### src/rtl/reaction_timer_multi.sv
// reaction_timer_multi: multi-round reaction timer for the board top level.
// Runs ROUNDS trials after pseudo-random delays, accumulates reaction times,
// then shows the truncated average on digits 3..0 of the 8-digit display.
// Optional feature macro: RT_BEST_EN (best time tracked and shown on digits 7..4).
module reaction_timer_multi #(
  parameter int CLK_HZ       = 100_000_000,
  parameter int ROUNDS       = 4,
  parameter int MIN_DELAY_MS = 2000,
  parameter int MAX_DELAY_MS = 15000,
  parameter int TIMEOUT_MS   = 1000
) (
  input  logic        CLK100MHZ,
  input  logic        CPU_RESETN,
  input  logic        BTNC,
  input  logic        BTNU,
  output logic [15:0] LED,
  output logic [7:0]  AN,
  output logic        CA,
  output logic        CB,
  output logic        CC,
  output logic        CD,
  output logic        CE,
  output logic        CF,
  output logic        CG,
  output logic        DP
);

  localparam int TICK_DIV   = CLK_HZ / 1000;
  localparam int PRE_W      = (TICK_DIV > 1) ? $clog2(TICK_DIV) : 1;
  localparam int RW         = $clog2(ROUNDS + 1);
  localparam int SW         = 14 + RW;
  localparam int DELAY_SPAN = MAX_DELAY_MS - MIN_DELAY_MS + 1;
  localparam logic [13:0] SAT = 14'd9999;

  typedef enum logic [2:0] {
    S_IDLE, S_WAIT, S_REACT, S_ROUND_DONE, S_SUMMARY, S_FAULT
  } state_t;

  genvar gi;

  // Button conditioning: bit 0 = BTNC, bit 1 = BTNU; registered edge pulse
  logic [1:0] btn_meta_reg, btn_sync_reg, btn_prev_reg, btn_edge_reg;
  logic       btnc_edge, btnu_edge;
  always_ff @(posedge CLK100MHZ or negedge CPU_RESETN) begin
    if (!CPU_RESETN) begin
      btn_meta_reg <= '0;
      btn_sync_reg <= '0;
      btn_prev_reg <= '0;
      btn_edge_reg <= '0;
    end else begin
      btn_meta_reg <= {BTNU, BTNC};
      btn_sync_reg <= btn_meta_reg;
      btn_prev_reg <= btn_sync_reg;
      btn_edge_reg <= btn_sync_reg & ~btn_prev_reg;
    end
  end
  assign btnc_edge = btn_edge_reg[0];
  assign btnu_edge = btn_edge_reg[1];

  // Millisecond prescaler and display scan index
  logic [PRE_W-1:0] pre_cnt_reg;
  logic             ms_tick;
  logic [2:0]       an_idx_reg;
  assign ms_tick = (pre_cnt_reg == PRE_W'(TICK_DIV - 1));
  always_ff @(posedge CLK100MHZ or negedge CPU_RESETN) begin
    if (!CPU_RESETN) begin
      pre_cnt_reg <= '0;
      an_idx_reg  <= 3'd0;
    end else if (ms_tick) begin
      pre_cnt_reg <= '0;
      an_idx_reg  <= an_idx_reg + 3'd1;
    end else begin
      pre_cnt_reg <= pre_cnt_reg + PRE_W'(1);
    end
  end

  // Free-running LFSR (x^16 + x^14 + x^13 + x^11 + 1); only the board reset reseeds it
  logic [15:0] lfsr_reg;
  always_ff @(posedge CLK100MHZ or negedge CPU_RESETN) begin
    if (!CPU_RESETN) lfsr_reg <= 16'hACE1;
    else             lfsr_reg <= {lfsr_reg[14:0], lfsr_reg[15] ^ lfsr_reg[13] ^ lfsr_reg[12] ^ lfsr_reg[10]};
  end

  logic [15:0] delay_calc;
  assign delay_calc = 16'(32'(MIN_DELAY_MS) + (32'(lfsr_reg) % 32'(DELAY_SPAN)));

  state_t          state_reg, state_next;
  logic [RW-1:0]   round_reg, round_next;
  logic [SW-1:0]   sum_reg, sum_next;
  logic [13:0]     last_reg, last_next;
  logic [15:0]     delay_reg, delay_next;
  logic [15:0]     ms_cnt_reg;
  logic [15:0]     led_reg;
  logic [15:0]     thermo_next;
  logic [13:0]     react_ms;
`ifdef RT_BEST_EN
  logic [13:0]     best_reg, best_next;
`endif

  // A press wins over a simultaneous timeout and records the current count
  assign react_ms = btnc_edge ? ms_cnt_reg[13:0] : 14'(TIMEOUT_MS);

  // Next-state and datapath update; clear has priority over everything
  always_comb begin
    state_next = state_reg;
    round_next = round_reg;
    sum_next   = sum_reg;
    last_next  = last_reg;
    delay_next = delay_reg;
`ifdef RT_BEST_EN
    best_next  = best_reg;
`endif
    if (btnu_edge) begin
      state_next = S_IDLE;
      round_next = '0;
      sum_next   = '0;
      last_next  = '0;
`ifdef RT_BEST_EN
      best_next  = SAT;
`endif
    end else begin
      case (state_reg)
        S_IDLE: begin
          round_next = '0;
          sum_next   = '0;
          if (btnc_edge) begin
            state_next = S_WAIT;
            delay_next = delay_calc;
          end
        end
        S_WAIT: begin
          if (btnc_edge)                    state_next = S_FAULT;
          else if (ms_cnt_reg == delay_reg) state_next = S_REACT;
        end
        S_REACT: begin
          if (btnc_edge || ms_cnt_reg == 16'(TIMEOUT_MS)) begin
            state_next = S_ROUND_DONE;
            last_next  = react_ms;
            sum_next   = sum_reg + SW'(react_ms);
            round_next = round_reg + RW'(1);
`ifdef RT_BEST_EN
            if (react_ms < best_reg) best_next = react_ms;
`endif
          end
        end
        S_ROUND_DONE: begin
          if (btnc_edge) begin
            if (round_reg == RW'(ROUNDS)) begin
              state_next = S_SUMMARY;
            end else begin
              state_next = S_WAIT;
              delay_next = delay_calc;
            end
          end
        end
        default: ;
      endcase
    end
  end

  // Thermometer of completed rounds, taken from the next round count
  for (gi = 0; gi < 16; gi++) begin : g_thermo
    assign thermo_next[gi] = (int'(round_next) > gi);
  end

  // State registers; ms_cnt restarts on every state change
  always_ff @(posedge CLK100MHZ or negedge CPU_RESETN) begin
    if (!CPU_RESETN) begin
      state_reg  <= S_IDLE;
      round_reg  <= '0;
      sum_reg    <= '0;
      last_reg   <= '0;
      delay_reg  <= '0;
      ms_cnt_reg <= '0;
      led_reg    <= '0;
`ifdef RT_BEST_EN
      best_reg   <= SAT;
`endif
    end else begin
      state_reg <= state_next;
      round_reg <= round_next;
      sum_reg   <= sum_next;
      last_reg  <= last_next;
      delay_reg <= delay_next;
`ifdef RT_BEST_EN
      best_reg  <= best_next;
`endif
      if (state_next != state_reg) ms_cnt_reg <= '0;
      else if (ms_tick)            ms_cnt_reg <= ms_cnt_reg + 16'd1;
      if (state_next == S_REACT)      led_reg <= 16'hFFFF;
      else if (state_next == S_FAULT) led_reg <= 16'hAAAA;
      else                            led_reg <= thermo_next;
    end
  end
  assign LED = led_reg;

  logic [SW-1:0] avg;
  logic [13:0]   avg_sat;
  assign avg     = sum_reg / SW'(ROUNDS);
  assign avg_sat = (avg > SW'(9999)) ? SAT : avg[13:0];

  // Content of the low four digits per state
  logic [13:0] lo_val, hi_val;
  logic        lo_blank, lo_dash, hi_blank;
  always_comb begin
    lo_val   = '0;
    lo_blank = 1'b1;
    lo_dash  = 1'b0;
    case (state_reg)
      S_IDLE:       begin lo_dash = 1'b1; lo_blank = 1'b0; end
      S_ROUND_DONE: begin lo_val = (last_reg > SAT) ? SAT : last_reg; lo_blank = 1'b0; end
      S_SUMMARY:    begin lo_val = avg_sat; lo_blank = 1'b0; end
      S_FAULT:      begin lo_val = SAT; lo_blank = 1'b0; end
      default: ;
    endcase
  end

`ifdef RT_BEST_EN
  assign hi_val   = (best_reg > SAT) ? SAT : best_reg;
  assign hi_blank = !(state_reg == S_ROUND_DONE || state_reg == S_SUMMARY);
`else
  assign hi_val   = '0;
  assign hi_blank = 1'b1;
`endif

  // Digit selection and seven-segment decode for the digit being scanned
  logic [13:0] cur_val, cur_div;
  logic        cur_blank, cur_dash;
  logic [3:0]  cur_digit;
  logic [6:0]  seg_on;
  always_comb begin
    cur_val   = an_idx_reg[2] ? hi_val   : lo_val;
    cur_blank = an_idx_reg[2] ? hi_blank : lo_blank;
    cur_dash  = an_idx_reg[2] ? 1'b0     : lo_dash;
    case (an_idx_reg[1:0])
      2'd0:    cur_div = 14'd1;
      2'd1:    cur_div = 14'd10;
      2'd2:    cur_div = 14'd100;
      default: cur_div = 14'd1000;
    endcase
    cur_digit = 4'((cur_val / cur_div) % 14'd10);
    case (cur_digit)
      4'd0:    seg_on = 7'b1111110;
      4'd1:    seg_on = 7'b0110000;
      4'd2:    seg_on = 7'b1101101;
      4'd3:    seg_on = 7'b1111001;
      4'd4:    seg_on = 7'b0110011;
      4'd5:    seg_on = 7'b1011011;
      4'd6:    seg_on = 7'b1011111;
      4'd7:    seg_on = 7'b1110000;
      4'd8:    seg_on = 7'b1111111;
      default: seg_on = 7'b1111011;
    endcase
    if (cur_blank)     seg_on = 7'b0000000;
    else if (cur_dash) seg_on = 7'b0000001;
  end
  assign {CA, CB, CC, CD, CE, CF, CG} = ~seg_on;
  assign DP = 1'b1;

  for (gi = 0; gi < 8; gi++) begin : g_anode
    assign AN[gi] = (an_idx_reg != 3'(gi));
  end

endmodule

### config.mk
export PLATFORM = sky130hd
export DESIGN_NAME = reaction_timer_multi
export DESIGN_NICKNAME = d
export VERILOG_FILES = /design/src/rtl/reaction_timer_multi.sv
export SDC_FILE = /design/constraint.sdc
export NUM_CORES = 1
export LEC_CHECK = 0
export CAP_MARGIN = 10
export CORE_ASPECT_RATIO = 1.25
export CORE_MARGIN = 2
export CORE_UTILIZATION = 60
export CTS_CLUSTER_SIZE = 30
export DETAILED_ROUTE_END_ITERATION = 16
export PLACE_DENSITY = 0.77
export SLEW_MARGIN = 20
export SYNTH_ARGS = -nofsm -noshare
export SYNTH_HDL_FRONTEND = slang
export SYNTH_SLANG_ARGS = --single-unit
### constraint.sdc
create_clock -name CLK100MHZ -period 64.2 [get_ports CLK100MHZ]
set_input_delay 12.84 -clock CLK100MHZ [delete_from_list [all_inputs] [get_ports CLK100MHZ]]
set_output_delay 12.84 -clock CLK100MHZ [all_outputs]
set_load 0.05 [all_outputs]
==> metrics.md, run 1 <==
| Metric | Value |
|---|---|
| Hold wc startpoint | btn_meta_reg[0]$_DFF_PN0_ |
| Endpoint of the lowest-slack register-to-register path | delay_reg[15]$_DFFE_PN0P_ |
| DRC viols | 0 |
| Area enclosed by the die boundary | 24810 um^2 |
| Most instantiated library cell after synthesis | nor2_1 |
| Grt total ovfl | 0 |
| Commonest cells in the synthesized netlist | nor2_1 (201), nand2_1 (134), ha_1 (130), dfrtp_1 (114), o21ai_0 (98) |
| Number of buffers on the longest clock path | 2 |
| Achievable frequency | 21.72 MHz |
| Number of buffers inserted during clock tree synthesis | 17 |
| Startpoint of the worst register-to-register path | lfsr_reg[2]$_DFF_PN0_ |
| Worst path slowest cell | dfrtp_1 |
| Clk sinks | 122 |
| Maximum number of pins on one net before global-route repair | 84 |
| Signed area change from the synthesized netlist to the final layout | 7.275% |
| Antenna violations before repair | 0 |
| Max transition margin | 27.47% |
| Final setup violating endpoints | 0 |
| Root Buffer Master | clkbuf_16 |
| Sequential area share after synthesis | 21.67% |
| Buffers on Ports | 34 |
| Most instantiated flip-flop cell in the synthesis netlist | dfrtp_1 |
| Max-capacitance violation count | 0 |
| Layout cell share with drive strength beyond 1 | 7.671% |
| Cell type with the largest total area after synthesis | dfrtp_1 |
| Setup Skew | 11.10 ps |
| Number of optimization iterations in the first detailed-route pass | 5 |
| First-pass GRT wire length | 62650 um |
| Final number of hold-violating endpoints | 0 |
| Number of enable-type register cells in the synthesized netlist | 0 |
| Final Critical Period | 46040 ps |
| Share of flip-flops with an asynchronous set or reset | 100.0% |
| Number of top-level pins | 36 |
| Number of global-route vias before repair | 13000 |
| CP required | 51360 ps |
| Die Span X | 141.3 um |
| CTS Hold Buffers Added | 0 |
| Maximum level of the CTS H-tree | 4 |
| Slew Viols, Final | 0 |
| Status | finished clean |
| Core ar. | 23040 um^2 |
| Routed vias | 13310 |
| Crit path DAT | 33200 ps |
| Antenna fix cells | 0 |
| Setup repair after global routing missed its margin | no |
| Crit-path max FO | 27 |
| TritonCTS clock tree | built |
| Number of nets with antenna violations after detailed routing | 0 |
| Capturing instance or port of the critical path | CE |
| Fill cells | 2014 |
| Register bit total from synthesis | 122 |
| Vertical extent of the die | 175.6 um |
| Logic depth of the worst register-to-register path | 31 |
| Post-CTS resize count | 0 |
| Number of nets in the final layout | 1909 |
| Clock input transition at the sequential cells of the worst setup and hold paths | 60 ps |
| Syn_nets | 1922 |
| Final weighted congestion in routability-driven placement | 0.9469 |
| Distinct cell type count of the synthesized netlist | 106 |
| Accumulated negative setup slack | 0 ps |
| Average cell area after synthesis | 7.911 um^2 |
| Worst-Margin Slew | 1083 ps |
| Post-DR wirelength/cell | 18.13 um |
| Most Frequent Cell on Critical Path | ha_1 |
| Max incr delay on CP | 920 ps |
| GRT Overall Usage | 30.64% |
| Starting Density | 61.36% |
| Leading post-synthesis cells by cell area | dfrtp_1 (20%), ha_1 (12%), xnor2_1 (5.5%) |
| Number of rows in the core area | 62 |
| DR vias/cell | 6.417 |
| Total routed wirelength | 37600 um |
| Top-area cell type share of the netlist area | 20.18% |
| Cell Area, Synth | 14140 um^2 |
| Number of setup buffers added after CTS | 0 |
| Post-route clock period utilization | 71.72% |
| Crit start category | flip-flop |
| Classification of the worst-slack hold path | flip-flop to flip-flop |
| DRC violation total after the first TritonRoute iteration | 933 |
| Cell count after synthesis | 1787 |
| Nature of the critical path endpoint | output port |
| Type of the worst setup path | flip-flop to output port |
| Syn. warnings | 0 |
| Insertion delay to the later sink of the worst-skew pair | 430 ps |
| HPWL reported at the end of detailed placement | 28730 um |
| Launch point of the critical path | state_reg[0]$_DFF_PN0_ |
| FF-to-FF setup slack | 56200 ps |
[cell usage in the layout (no fill, tap or decap), drive strengths merged, types with 10 or more instances in the layout]
cell           netlist  routed
nor2               201     201
ha                 130     130
a31oi               17      17
nor4                12      12
xnor2               89      89
o31ai               25      25
nand4               21      21
clkbuf              58      20
nor3                70      70
or2                 21      21
buf                 21      14
nand2b              37      37
and3                13      13
o211a               10      10
o21ai              109     109
mux2                22      22
clkdlybuf4s50        0      33
a21boi              10      10
a22o                23      23
inv                 79      82
mux2i               31      31
nor2b               28      28
o21bai              17      17
a211oi              18      18
xor2                62      62
o211ai              19      19
o21a                35      35
a21oi               92      92
nand3               50      50
or3                 25      25
a31o                11      11
nand2              134     134
a21o                26      26
and2                13      13
nor3b               10      10
dfrtp              114     114
[layer usage]
| layer | global-route usage, % | wire length [um] |
|---|---|---|
| met5 | 0 | 0 |
| met4 | 15.17 | 1723 |
| met3 | 3.272 | 1355 |
| met2 | 56.76 | 19630 |
| met1 | 34.70 | 14880 |
[cell families after synthesis]
kind of cell,share of synthesized area [%]
mux,4.089
compound gates,24.62
flops,21.67
xor+xnor,9.355
simple gates,23.68
fa+ha+maj,11.93
buf+inv,4.629
other cells,0.02653
[stage by stage]
| step | cell area, um^2 | setup slack (ps) | std cells | util [%] | hold WS [ps] |
|---|---|---|---|---|---|
| CTS | 15160 | 18800 | 2074 | 65.81 | 349.5 |
| global placement | 14580 | 20320 | 2043 | 63.30 | 331.5 |
| finish | 15170 | 18160 | 2074 | 65.82 | 345.5 |
| floorplan | 14140 | 23050 | 1787 | - | 331.2 |
| global route | 15170 | 15520 | 2074 | 65.82 | 371.0 |
| detailed placement | 14580 | 19290 | 2043 | 63.30 | 339.5 |
[area by class of cell]
cell class | count | area [um^2] | area share, %
clock buffer | 20 | 466.7 | 3.077
clock inverter | 11 | 111.4 | 0.7343
inverter | 80 | 300.3 | 1.980
multi-input combinational | 1506 | 10430 | 68.74
sequential | 122 | 3063 | 20.20
tap | 288 | 360.3 | 2.376
timing repair buffer | 47 | 439.2 | 2.896
[how the worst min path moves through the flow]
stage | endpoint | slack (ps) | depth (start not counted)
3_3_place_gp | btn_sync_reg[0]$_DFF_PN0_ | 330 | 0
5_1_grt | btn_sync_reg[0]$_DFF_PN0_ | 370 | 0
6_report | btn_sync_reg[0]$_DFF_PN0_ | 350 | 0
4_1_cts | btn_sync_reg[0]$_DFF_PN0_ | 350 | 0
2_1_floorplan | btn_sync_reg[0]$_DFF_PN0_ | 330 | 0
3_5_place_dp | btn_sync_reg[0]$_DFF_PN0_ | 340 | 0
[worst max-delay path, delay by kind of cell (launching register included)]
family                     cells  cell delay, ps
AOI/OAI and AO/OA             54           11930
DFF                            1             920
buffers and inverters         11            2400
adders and majority gates     15            4470
muxes                          5            1770
and+or+nand+nor               47           11190
Power of run 1 is left out: the tool's default activity adds up to more than one toggle a clock period on the data nets, which glitch-free logic cannot reach.
==> inputs of run 2 (changes only) <==
Clock period 64.2 ns to 43 ns, I/O delays scaled along.
==> run 2 against run 1 <==
Setup slack worse by 16000 ps. Clock skew about the same. Global-route usage down 0.63 points. Design area up 0.27%. Register-to-register slack worse by 22000 ps. First-iteration DRC count down 3.8%. Hold slack about the same. Clock-buffer cell count down 2. Cell count up 0.14%.
==> metrics.md, run 2 (synthesized netlist as in run 1, its figures left out) <==
| Metric | Value |
|---|---|
| Starting Density | 61.36% (unchanged) |
| Routed vias | 13310 (about the same) |
| Number of nets with antenna violations after detailed routing | 0 (unchanged) |
| Buffers on Ports | 34 (unchanged) |
| GRT Overall Usage | 30.01% (was 30.64%) |
| Nature of the critical path endpoint | output port (unchanged) |
| Post-DR wirelength/cell | 17.83 um (was 18.13 um) |
| Min Hold Slack | 345.8 ps (was 345.5 ps) |
| Insertion delay to the later sink of the worst-skew pair | 430 ps (about the same) |
| Accumulated negative setup slack | 0 ps (unchanged) |
| Hold Crit Depth | 0 (unchanged) |
| Logic depth of the worst register-to-register path | 30 (was 31) |
| Number of cells in the design after placement | 2042 (was 2043) |
| Post-Layout Cell Count | 2077 (was 2074) |
| Setup Skew | 10.63 ps (was 11.10 ps) |
| Maximum level of the CTS H-tree | 4 (unchanged) |
| Vertical extent of the die | 175.6 um (unchanged) |
| DRC violation total after the first TritonRoute iteration | 898 (was 933) |
| Worst slack, placed | 2353 ps (was 19290 ps) |
| Area enclosed by the die boundary | 24810 um^2 (unchanged) |
| Post-route clock period utilization | 94.43% |
| Signed area change from the synthesized netlist to the final layout | 7.567% (was 7.275%) |
| Type of the worst setup path | flip-flop to output port (unchanged) |
| CTS Hold Buffers Added | 0 (unchanged) |
| Layout cell share with drive strength beyond 1 | 8.161% (was 7.671%) |
| Root Buffer Master | clkbuf_16 (unchanged) |
| Die Span X | 141.3 um (unchanged) |
| Number of buffers inserted during clock tree synthesis | 17 (unchanged) |
| Setup repair after global routing missed its margin | no (unchanged) |
| Hold wc startpoint | btn_meta_reg[0]$_DFF_PN0_ (unchanged) |
| Endpoint of the lowest-slack register-to-register path | delay_reg[13]$_DFFE_PN0P_ (was delay_reg[15]$_DFFE_PN0P_) |
| Number of optimization iterations in the first detailed-route pass | 5 (unchanged) |
| Grt total ovfl | 0 (unchanged) |
| CP required | 34400 ps (was 51360 ps) |
| Achievable frequency | 24.63 MHz |
| HPWL reported at the end of detailed placement | 28420 um (was 28730 um) |
| Final number of hold-violating endpoints | 0 (unchanged) |
| Number of rows in the core area | 62 (unchanged) |
| Startpoint of the worst register-to-register path | lfsr_reg[4]$_DFF_PN0_ (was lfsr_reg[2]$_DFF_PN0_) |
| Slew Viols, Final | 0 (unchanged) |
| Antenna fix cells | 0 (unchanged) |
| DRC viols | 0 (unchanged) |
| Clock input transition at the sequential cells of the worst setup and hold paths | 60 ps (about the same) |
| Number of nets in the final layout | 1911 (was 1909) |
| Crit-path max FO | 25 (was 27) |
| Status | finished clean (unchanged) |
| Maximum number of pins on one net before global-route repair | 63 (was 84) |
| Crit path DAT | 32000 ps (was 33200 ps) |
| Number of buffers on the longest clock path | 2 (unchanged) |
| Final setup margin | 2397 ps (was 18160 ps) |
| Most common library cell in the layout ignoring fill and taps | nor2_1 (unchanged) |
| Total routed wirelength | 37030 um (was 37600 um) |
| Worst path slowest cell | clkdlybuf4s50_1 (was dfrtp_1) |
| Final weighted congestion in routability-driven placement | 0.9504 (was 0.9469) |
| Max-capacitance violation count | 0 (unchanged) |
| Classification of the worst-slack hold path | flip-flop to flip-flop (unchanged) |
| FF-to-FF setup slack | 34620 ps (was 56200 ps) |
| First-pass GRT wire length | 61420 um (was 62650 um) |
| Final Critical Period | 40600 ps |
| Final setup violating endpoints | 0 (unchanged) |
| Clk sinks | 122 (unchanged) |
| Crit start category | flip-flop (unchanged) |
| TritonCTS clock tree | built (unchanged) |
| DR vias/cell | 6.409 (was 6.417) |
| Core ar. | 23040 um^2 (unchanged) |
| Antenna violations before repair | 0 (unchanged) |
| Number of global-route vias before repair | 13050 (was 13000) |
| Number of top-level pins | 36 (unchanged) |
| Worst-Margin Slew | 1048 ps (was 1083 ps) |
| Highest-count cells in the layout ignoring fill and taps | nor2_1 (201), nand2_1 (133), ha_1 (130), dfrtp_1 (112), o21ai_0 (98) (was nor2_1 (201), nand2_1 (134), ha_1 (130), dfrtp_1 (114), o21ai_0 (98)) |
| Max transition margin | 29.81% (was 27.47%) |
| Max incr delay on CP | 840 ps (was 920 ps) |
| Terminating pin of the worst hold path | btn_sync_reg[0]$_DFF_PN0_ (unchanged) |
-- run 2: cell types whose count changed in the layout (fill, tap and decap cells not counted), moves of 2 or more --
cell,change
clkbuf_8,-2
dfrtp_2,+2
clkinv_2,+4
o31a_1,-2
clkinvlp_4,-2
buf_4,+3
dfrtp_1,-2
o31a_2,+2
-- run 2: metrics by stage --
stage,area (um^2),util [%]
final,15210,66.00
after floorplan,14140,-
after detailed placement,14580,63.27
after global placement,14580,63.27
after global routing,15210,66.00
after CTS,15160,65.81
-- run 2: cell type report --
type / count / area, um^2
inverter: 80 / 300.3
timing repair buffer: 49 / 452.9
clock buffer: 18 / 439.2
tap: 288 / 360.3
clock inverter: 14 / 146.4
sequential: 122 / 3065
multi-input combinational: 1506 / 10440
fill: 1979 / 7833
-- run 2: what timing repair did --
action,4_1_cts,5_1_grt
buffers inserted,0,3
hold endpoints to repair,0,0
endpoints found under the setup margin,0,7
resized for setup,0,8
-- run 2: worst max-delay path, delay by kind of cell (launching register included) --
family / cells / cell delay (ps)
AO/OA/AOI/OAI: 60 / 12700
adder cells (fa/ha/maj): 16 / 4740
buffers and inverters: 11 / 2550
flip-flops: 1 / 420
multiplexers: 5 / 1750
AND/OR/NAND/NOR: 41 / 9350
-- run 2: worst max path at each step --
stage / cells after the start / endpoint / slack (ps) / from
global placement: 133 / CE / 3340 / state_reg[0]$_DFF_PN0_
floorplan: 147 / CB / 6090 / state_reg[0]$_DFF_PN0_
detailed placement: 132 / CE / 2350 / state_reg[0]$_DFF_PN0_
finish: 133 / CB / 2400 / an_idx_reg[0]$_DFFE_PN0N_
CTS: 132 / CE / 1860 / state_reg[0]$_DFF_PN0_
global route: 137 / CC / 30 / an_idx_reg[0]$_DFFE_PN0N_
-- run 2: routing by layer --
layer / wire length [um] / vias up / track usage, % / part of all wire, %
met2: 19250 / 360 / 56.25 / 52
li1: - / 6511 / - / -
met1: 14740 / 6309 / 33.40 / 40
met5: 0 / - / 0 / 0
met3: 1283 / 132 / 2.644 / 3.5
met4: 1767 / 0 / 15.79 / 4.8
Power of run 2 is left out for the same reason.
==> inputs of run 3 (changes only) <==
Settings changed: RECOVER_POWER set to 100.
==> run 3 against run 2 <==
The run now ends with max-capacitance violations, max-slew violations left. Register-to-register slack got worse by 430 ps. Design area decreased by 0.21%. Critical endpoint is now CA. Setup slack got worse by 160 ps. Cell count unchanged. Via count increased by 0.35%. Die area unchanged. First-iteration DRC count increased by 0.11%. Clock skew increased by 3.3 ps. Global-route usage unchanged.
==> metrics.md, run 3 (synthesized netlist as in run 1, its figures left out) <==
| Metric | Value |
|---|---|
| Number of top-level pins | 36 (unchanged) |
| Insertion delay to the later sink of the worst-skew pair | 430 ps (about the same) |
| Setup repair after global routing missed its margin | no (unchanged) |
| Fill cells | 1985 (was 1979) |
| Final Critical Period | 40760 ps (was 40600 ps) |
| Classification of the worst-slack hold path | flip-flop to flip-flop (unchanged) |
| Vertical extent of the die | 175.6 um (unchanged) |
| Failing checks | max-capacitance violations, max-slew violations |
| Max incr delay on CP | 890 ps (was 840 ps) |
| Total routed wirelength | 37050 um (was 37030 um) |
| Type of the worst setup path | flip-flop to output port (unchanged) |
| Maximum level of the CTS H-tree | 4 (unchanged) |
| Crit path DAT | 32160 ps (was 32000 ps) |
| Core ar. | 23040 um^2 (unchanged) |
| Endpoint of the lowest-slack register-to-register path | delay_reg[13]$_DFFE_PN0P_ (unchanged) |
| Number of nets in the final layout | 1911 (unchanged) |
| Clock input transition at the sequential cells of the worst setup and hold paths | 60 ps (about the same) |
| Achievable frequency | 24.53 MHz (was 24.63 MHz) |
| Max-capacitance violation count | 2 (was 0) |
| Hold Crit Depth | 0 (unchanged) |
| Die Span X | 141.3 um (unchanged) |
| TritonCTS clock tree | built (unchanged) |
| Status | finished with violations (was finished clean) |
| Post-route clock period utilization | 94.79% (was 94.43%) |
| Highest-count cells in the layout ignoring fill and taps | nor2_1 (201), nand2_1 (133), ha_1 (130), dfrtp_1 (112), o21ai_0 (98) (unchanged) |
| Number of buffers on the longest clock path | 2 (unchanged) |
| Startpoint of the worst register-to-register path | lfsr_reg[5]$_DFF_PN1_ (was lfsr_reg[4]$_DFF_PN0_) |
| Crit-path max FO | 25 (unchanged) |
| Terminating pin of the worst hold path | btn_sync_reg[0]$_DFF_PN0_ (unchanged) |
| GRT Overall Usage | 30.01% (unchanged) |
| Antenna violations before repair | 0 (unchanged) |
| Maximum number of pins on one net before global-route repair | 63 (unchanged) |
| Hold wc startpoint | btn_meta_reg[0]$_DFF_PN0_ (unchanged) |
| Area enclosed by the die boundary | 24810 um^2 (unchanged) |
| CP required | 34400 ps (about the same) |
| Nature of the critical path endpoint | output port (unchanged) |
| Slew Viols, Final | 125 (was 0) |
| Routed vias | 13360 (was 13310) |
| DRC violation total after the first TritonRoute iteration | 899 (was 898) |
| Final setup violating endpoints | 0 (unchanged) |
| DR vias/cell | 6.431 (was 6.409) |
| Clk sinks | 122 (unchanged) |
| Grt total ovfl | 0 (unchanged) |
| Starting Density | 61.36% (unchanged) |
| Antenna fix cells | 0 (unchanged) |
| Number of nets with antenna violations after detailed routing | 0 (unchanged) |
| CTS Hold Buffers Added | 0 (unchanged) |
| Final number of hold-violating endpoints | 0 (unchanged) |
| Number of rows in the core area | 62 (unchanged) |
| Root Buffer Master | clkbuf_16 (unchanged) |
| Accumulated negative setup slack | 0 ps (unchanged) |
| Setup Skew | 13.92 ps (was 10.63 ps) |
| Number of buffers inserted during clock tree synthesis | 17 (unchanged) |
| Layout cell share with drive strength beyond 1 | 7.434% (was 8.161%) |
| DRC viols | 0 (unchanged) |
| Max transition margin | -116.8% (was 29.81%) |
| Crit start category | flip-flop (unchanged) |
| FF-to-FF setup slack | 34190 ps (was 34620 ps) |
| Number of global-route vias before repair | 13050 (unchanged) |
| Signed area change from the synthesized netlist to the final layout | 7.346% (was 7.567%) |
| Final weighted congestion in routability-driven placement | 0.9504 (unchanged) |
| Buffers on Ports | 34 (unchanged) |
| Most Frequent Cell on Critical Path | o21a_1 |
| First-pass GRT wire length | 61420 um (unchanged) |
| Worst-Margin Slew | 3251 ps (was 1048 ps) |
| Number of optimization iterations in the first detailed-route pass | 5 (unchanged) |
| Post-DR wirelength/cell | 17.84 um (was 17.83 um) |
| HPWL reported at the end of detailed placement | 28420 um (unchanged) |
| Worst path slowest cell | dlygate4sd3_1 (was clkdlybuf4s50_1) |
| Most common library cell in the layout ignoring fill and taps | nor2_1 (unchanged) |
| Logic depth of the worst register-to-register path | 30 (unchanged) |
==> run 3: worst max-delay path: cells and delay by family (launching register included) <==
kind | cells | cell delay (ps)
AO/OA/AOI/OAI | 60 | 13230
AND/OR/NAND/NOR | 43 | 10250
adder cells (fa/ha/maj) | 14 | 3960
buffers and inverters | 10 | 2300
multiplexers | 5 | 1570
flip-flops | 1 | 420
==> run 3: layer usage <==
layer	wire (um)	vias to the layer above	share of wire [%]	GRT usage [%]
met2	19250	394	52	56.25
met3	1411	123	3.8	2.644
li1	-	6515	-	-
met1	14700	6326	40	33.40
met5	0	-	0	0
met4	1686	0	4.6	15.79
==> run 3: worst max-delay path by stage <==
stage                         startpoint  to  slack, ps
2_1_floorplan     state_reg[0]$_DFF_PN0_  CB       6090
3_3_place_gp      state_reg[0]$_DFF_PN0_  CE       3340
3_5_place_dp      state_reg[0]$_DFF_PN0_  CE       2350
4_1_cts           state_reg[0]$_DFF_PN0_  CE       1860
5_1_grt        an_idx_reg[0]$_DFFE_PN0N_  CC         20
6_report         last_reg[6]$_DFFE_PN0P_  CA       2240
==> run 3: cell type report <==
cell class / instances / area, um^2 / share of cell area, %
multi-input combinational: 1506 / 10440 / 68.79
sequential: 122 / 3065 / 20.20
clock buffer: 18 / 439.2 / 2.894
timing repair buffer: 49 / 425.4 / 2.803
tap: 288 / 360.3 / 2.374
inverter: 80 / 300.3 / 1.979
clock inverter: 14 / 146.4 / 0.9646
==> run 3: per-stage QoR <==
step / utilization (%) / std cells / setup slack, ps / hold WS [ps] / instance area (um^2)
6_report: 65.87 / 2077 / 2240 / 345.8 / 15180
5_1_grt: 65.87 / 2077 / 21.44 / 361.5 / 15180
4_1_cts: 65.81 / 2074 / 1862 / 348.8 / 15160
3_5_place_dp: 63.27 / 2042 / 2353 / 335.8 / 14580
3_3_place_gp: 63.27 / 2042 / 3342 / 331.8 / 14580
2_1_floorplan: - / 1787 / 6086 / 331.2 / 14140
==> run 3: timing repair <==
action	4_1_cts	5_1_grt
setup buffers	0	3
endpoints found under the hold margin	0	0
resized for setup	0	8
setup endpoints to repair	0	7
Power of run 3 is left out for the same reason.
==> patch, RTL diff (config.mk and constraints of run 2) <==
Encoding of `state_t`: now Gray code (3 bits for 6 states).
--- a/src/rtl/reaction_timer_multi.sv
+++ b/src/rtl/reaction_timer_multi.sv
@@ -34,5 +34,5 @@
 
   typedef enum logic [2:0] {
-    S_IDLE, S_WAIT, S_REACT, S_ROUND_DONE, S_SUMMARY, S_FAULT
+    S_IDLE = 3'b000, S_WAIT = 3'b001, S_REACT = 3'b011, S_ROUND_DONE = 3'b010, S_SUMMARY = 3'b110, S_FAULT = 3'b111
   } state_t;
 
Function: no difference found for any inputs over 10 cycles, from zero or initial values and one cycle with CPU_RESETN low; not proved beyond that.
==> patch against run 2 <==
  * Design area shrank 0.60%
  * Utilization is essentially flat
  * Setup slack lost 91 ps
  * Area after synthesis shrank 1.3%
  * Maximum frequency shrank 0.22%
  * Wire length shrank 0.64%
  * Sequential cell count is the same
  * Count of clock-buffer cells in the layout grew 6
  * Final cell count is essentially flat
Power is left out: the tool's default activity adds up to more than one toggle a clock period on the data nets, which glitch-free logic cannot reach.
==> patch: results (changes against run 2) <==
Global routing
  • Total routing usage reported by global routing: 30.1% (+0.045 points)
  • First-pass GRT wire length: 61300 um (-0.23%)
  • Maximum number of pins on one net before global-route repair: 76 (+21%)

STA
  • Fin crit period: 40690 ps (+90.7 ps)
  • Remaining max-slew budget at the tightest pin: 28.4% (-1.4 points)
  • Setup clock skew after layout: 8.34 ps (-2.30 ps)

Worst setup path
  • Worst Path Arrival: 32090 ps (+90 ps)
  • Endpoint of the lowest-slack register-to-register path: delay_reg[14]
  • Worst Reg-to-Reg Cells: 31 (+3.3%)
  • Maximum single-stage delay on the critical path: 570 ps (-270 ps)
  • Slowest cell on the critical path: sky130_fd_sc_hd__or4_4
  • Capturing element of the worst setup path: CF
  • Worst reg2reg setup slack: 34980 ps (+360 ps)
  • Crit path max fanout: 27 (+8.0%)
  • Launch point of the critical path: last_reg[6]

Hold path
  • Worst hold path type: flip-flop to flip-flop

Final layout
  • Final layout net count: 1913 (+0.10%)
  • Share of layout cells above drive strength 1: 7.87% (-0.29 points)
  • Count of fill cells added during filler insertion: 1975 (-0.20%)

Placed design
  • HPWL after detailed placement: 28400 um (about the same)
  • Port Buf Inserts: 34 (unchanged)
  • Routability congestion estimate from global placement: 0.955 (+0.53%)
  • Post-Place Setup Slack: 158 ps (-2190 ps)

Yosys
  • Post-synthesis cell type count: 100 (-5.7%)
  • Most common flop cell mapped by yosys: sky130_fd_sc_hd__dfrtp_1
  • Area contributors post-synth: sky130_fd_sc_hd__dfrtp_1 20%, sky130_fd_sc_hd__ha_1 12%, sky130_fd_sc_hd__xnor2_1 5.2%
  • Register area share after synthesis: 22.0% (+0.29 points)
  • Most frequent cells after synthesis: 177 x sky130_fd_sc_hd__nor2_1, 153 x sky130_fd_sc_hd__nand2_1, 130 x sky130_fd_sc_hd__ha_1

Clock tree
  • Clock root buffer: sky130_fd_sc_hd__clkbuf_16
  • Clock H-tree levels: 4 (unchanged)
  • Number of buffers added by the clock tree synthesis step: 17 (unchanged)

Routing
  • Final wirelength: 36800 um (-0.64%)
  • Detailed router's first-iteration violation count: 830 (-7.6%)
  • Via count of the routed design: 13200 (-0.61%)

Outcome
  • Outcome: complete, no violations
## patch: final cells by class
type | instances | area, um2 | area share (%)
Multi-Input combinational cell | 1505 | 10400 | 68.8
Sequential cell | 122 | 3070 | 20.3
Timing Repair Buffer | 54 | 483 | 3.20
Clock buffer | 24 | 462 | 3.05
Tap cell | 288 | 360 | 2.38
Inverter | 78 | 302 | 1.99
Clock inverter | 8 | 47.5 | 0.315
## patch: logic make-up (layout without fill, tap and decap cells)
group | count (synthesis) | after routing | synth area share (%)
muxes | 30 | 30 | 2.37
adders and majority gates | 131 | 131 | 11.8
and+or+nand+nor | 692 | 692 | 24.9
DFF | 122 | 122 | 22.0
other | 1 | 1 | 0.0269
xor gates and xnor gates | 151 | 151 | 9.48
buffers and inverters | 150 | 164 | 4.34
AOI/OAI and AO/OA | 500 | 500 | 25.1
## patch: repair_timing
item,CTS,global route
hold buffers,0,0
setup endpoints to repair,7,7
gates cloned,0,0
buffers inserted,0,8
gates resized for setup,2,34
pin swaps,0,3
## patch: routing by layer
layer | vias up | global-route usage [%] | routed length [um] | share of wire (%)
met4 | 0 | 13.0 | 1310 | 3.5
met1 | 6291 | 35.7 | 15400 | 42
met3 | 87 | 2.92 | 1320 | 3.6
met2 | 329 | 54.9 | 18800 | 51
li1 | 6524 | - | - | -
met5 | - | 0 | 0 | 0
## patch: metrics by stage
step                      TNS (ps)  cell area, um2  std cells  util (%)
after floorplan                  0           14000       1777         -
after global placement           0           14400       2039      63.1
after detailed placement         0           14400       2039      63.1
after CTS                        0           15000       2071      65.4
after global routing         -81.7           15100       2079      66.1
final                            0           15100       2079      66.1
## patch: worst max-delay path: cells and delay by family (launching register included)
kind,cells,cell delay (ps)
compound gates,69,15470
fa+ha+maj,14,4260
buf+inv,5,990
flops,1,440
mux,2,710
simple gates,46,9730
## patch: how the worst min path moves through the flow
stage / from / end / slack (ps) / cells past startpoint
floorplan: btn_meta_reg[0] / btn_sync_reg[0] / 330 / 0
global placement: btn_meta_reg[1] / btn_sync_reg[1] / 340 / 0
detailed placement: btn_meta_reg[0] / btn_sync_reg[0] / 340 / 0
CTS: btn_meta_reg[1] / btn_sync_reg[1] / 360 / 0
global route: btn_meta_reg[0] / btn_sync_reg[0] / 360 / 0
finish: btn_meta_reg[1] / btn_sync_reg[1] / 350 / 0
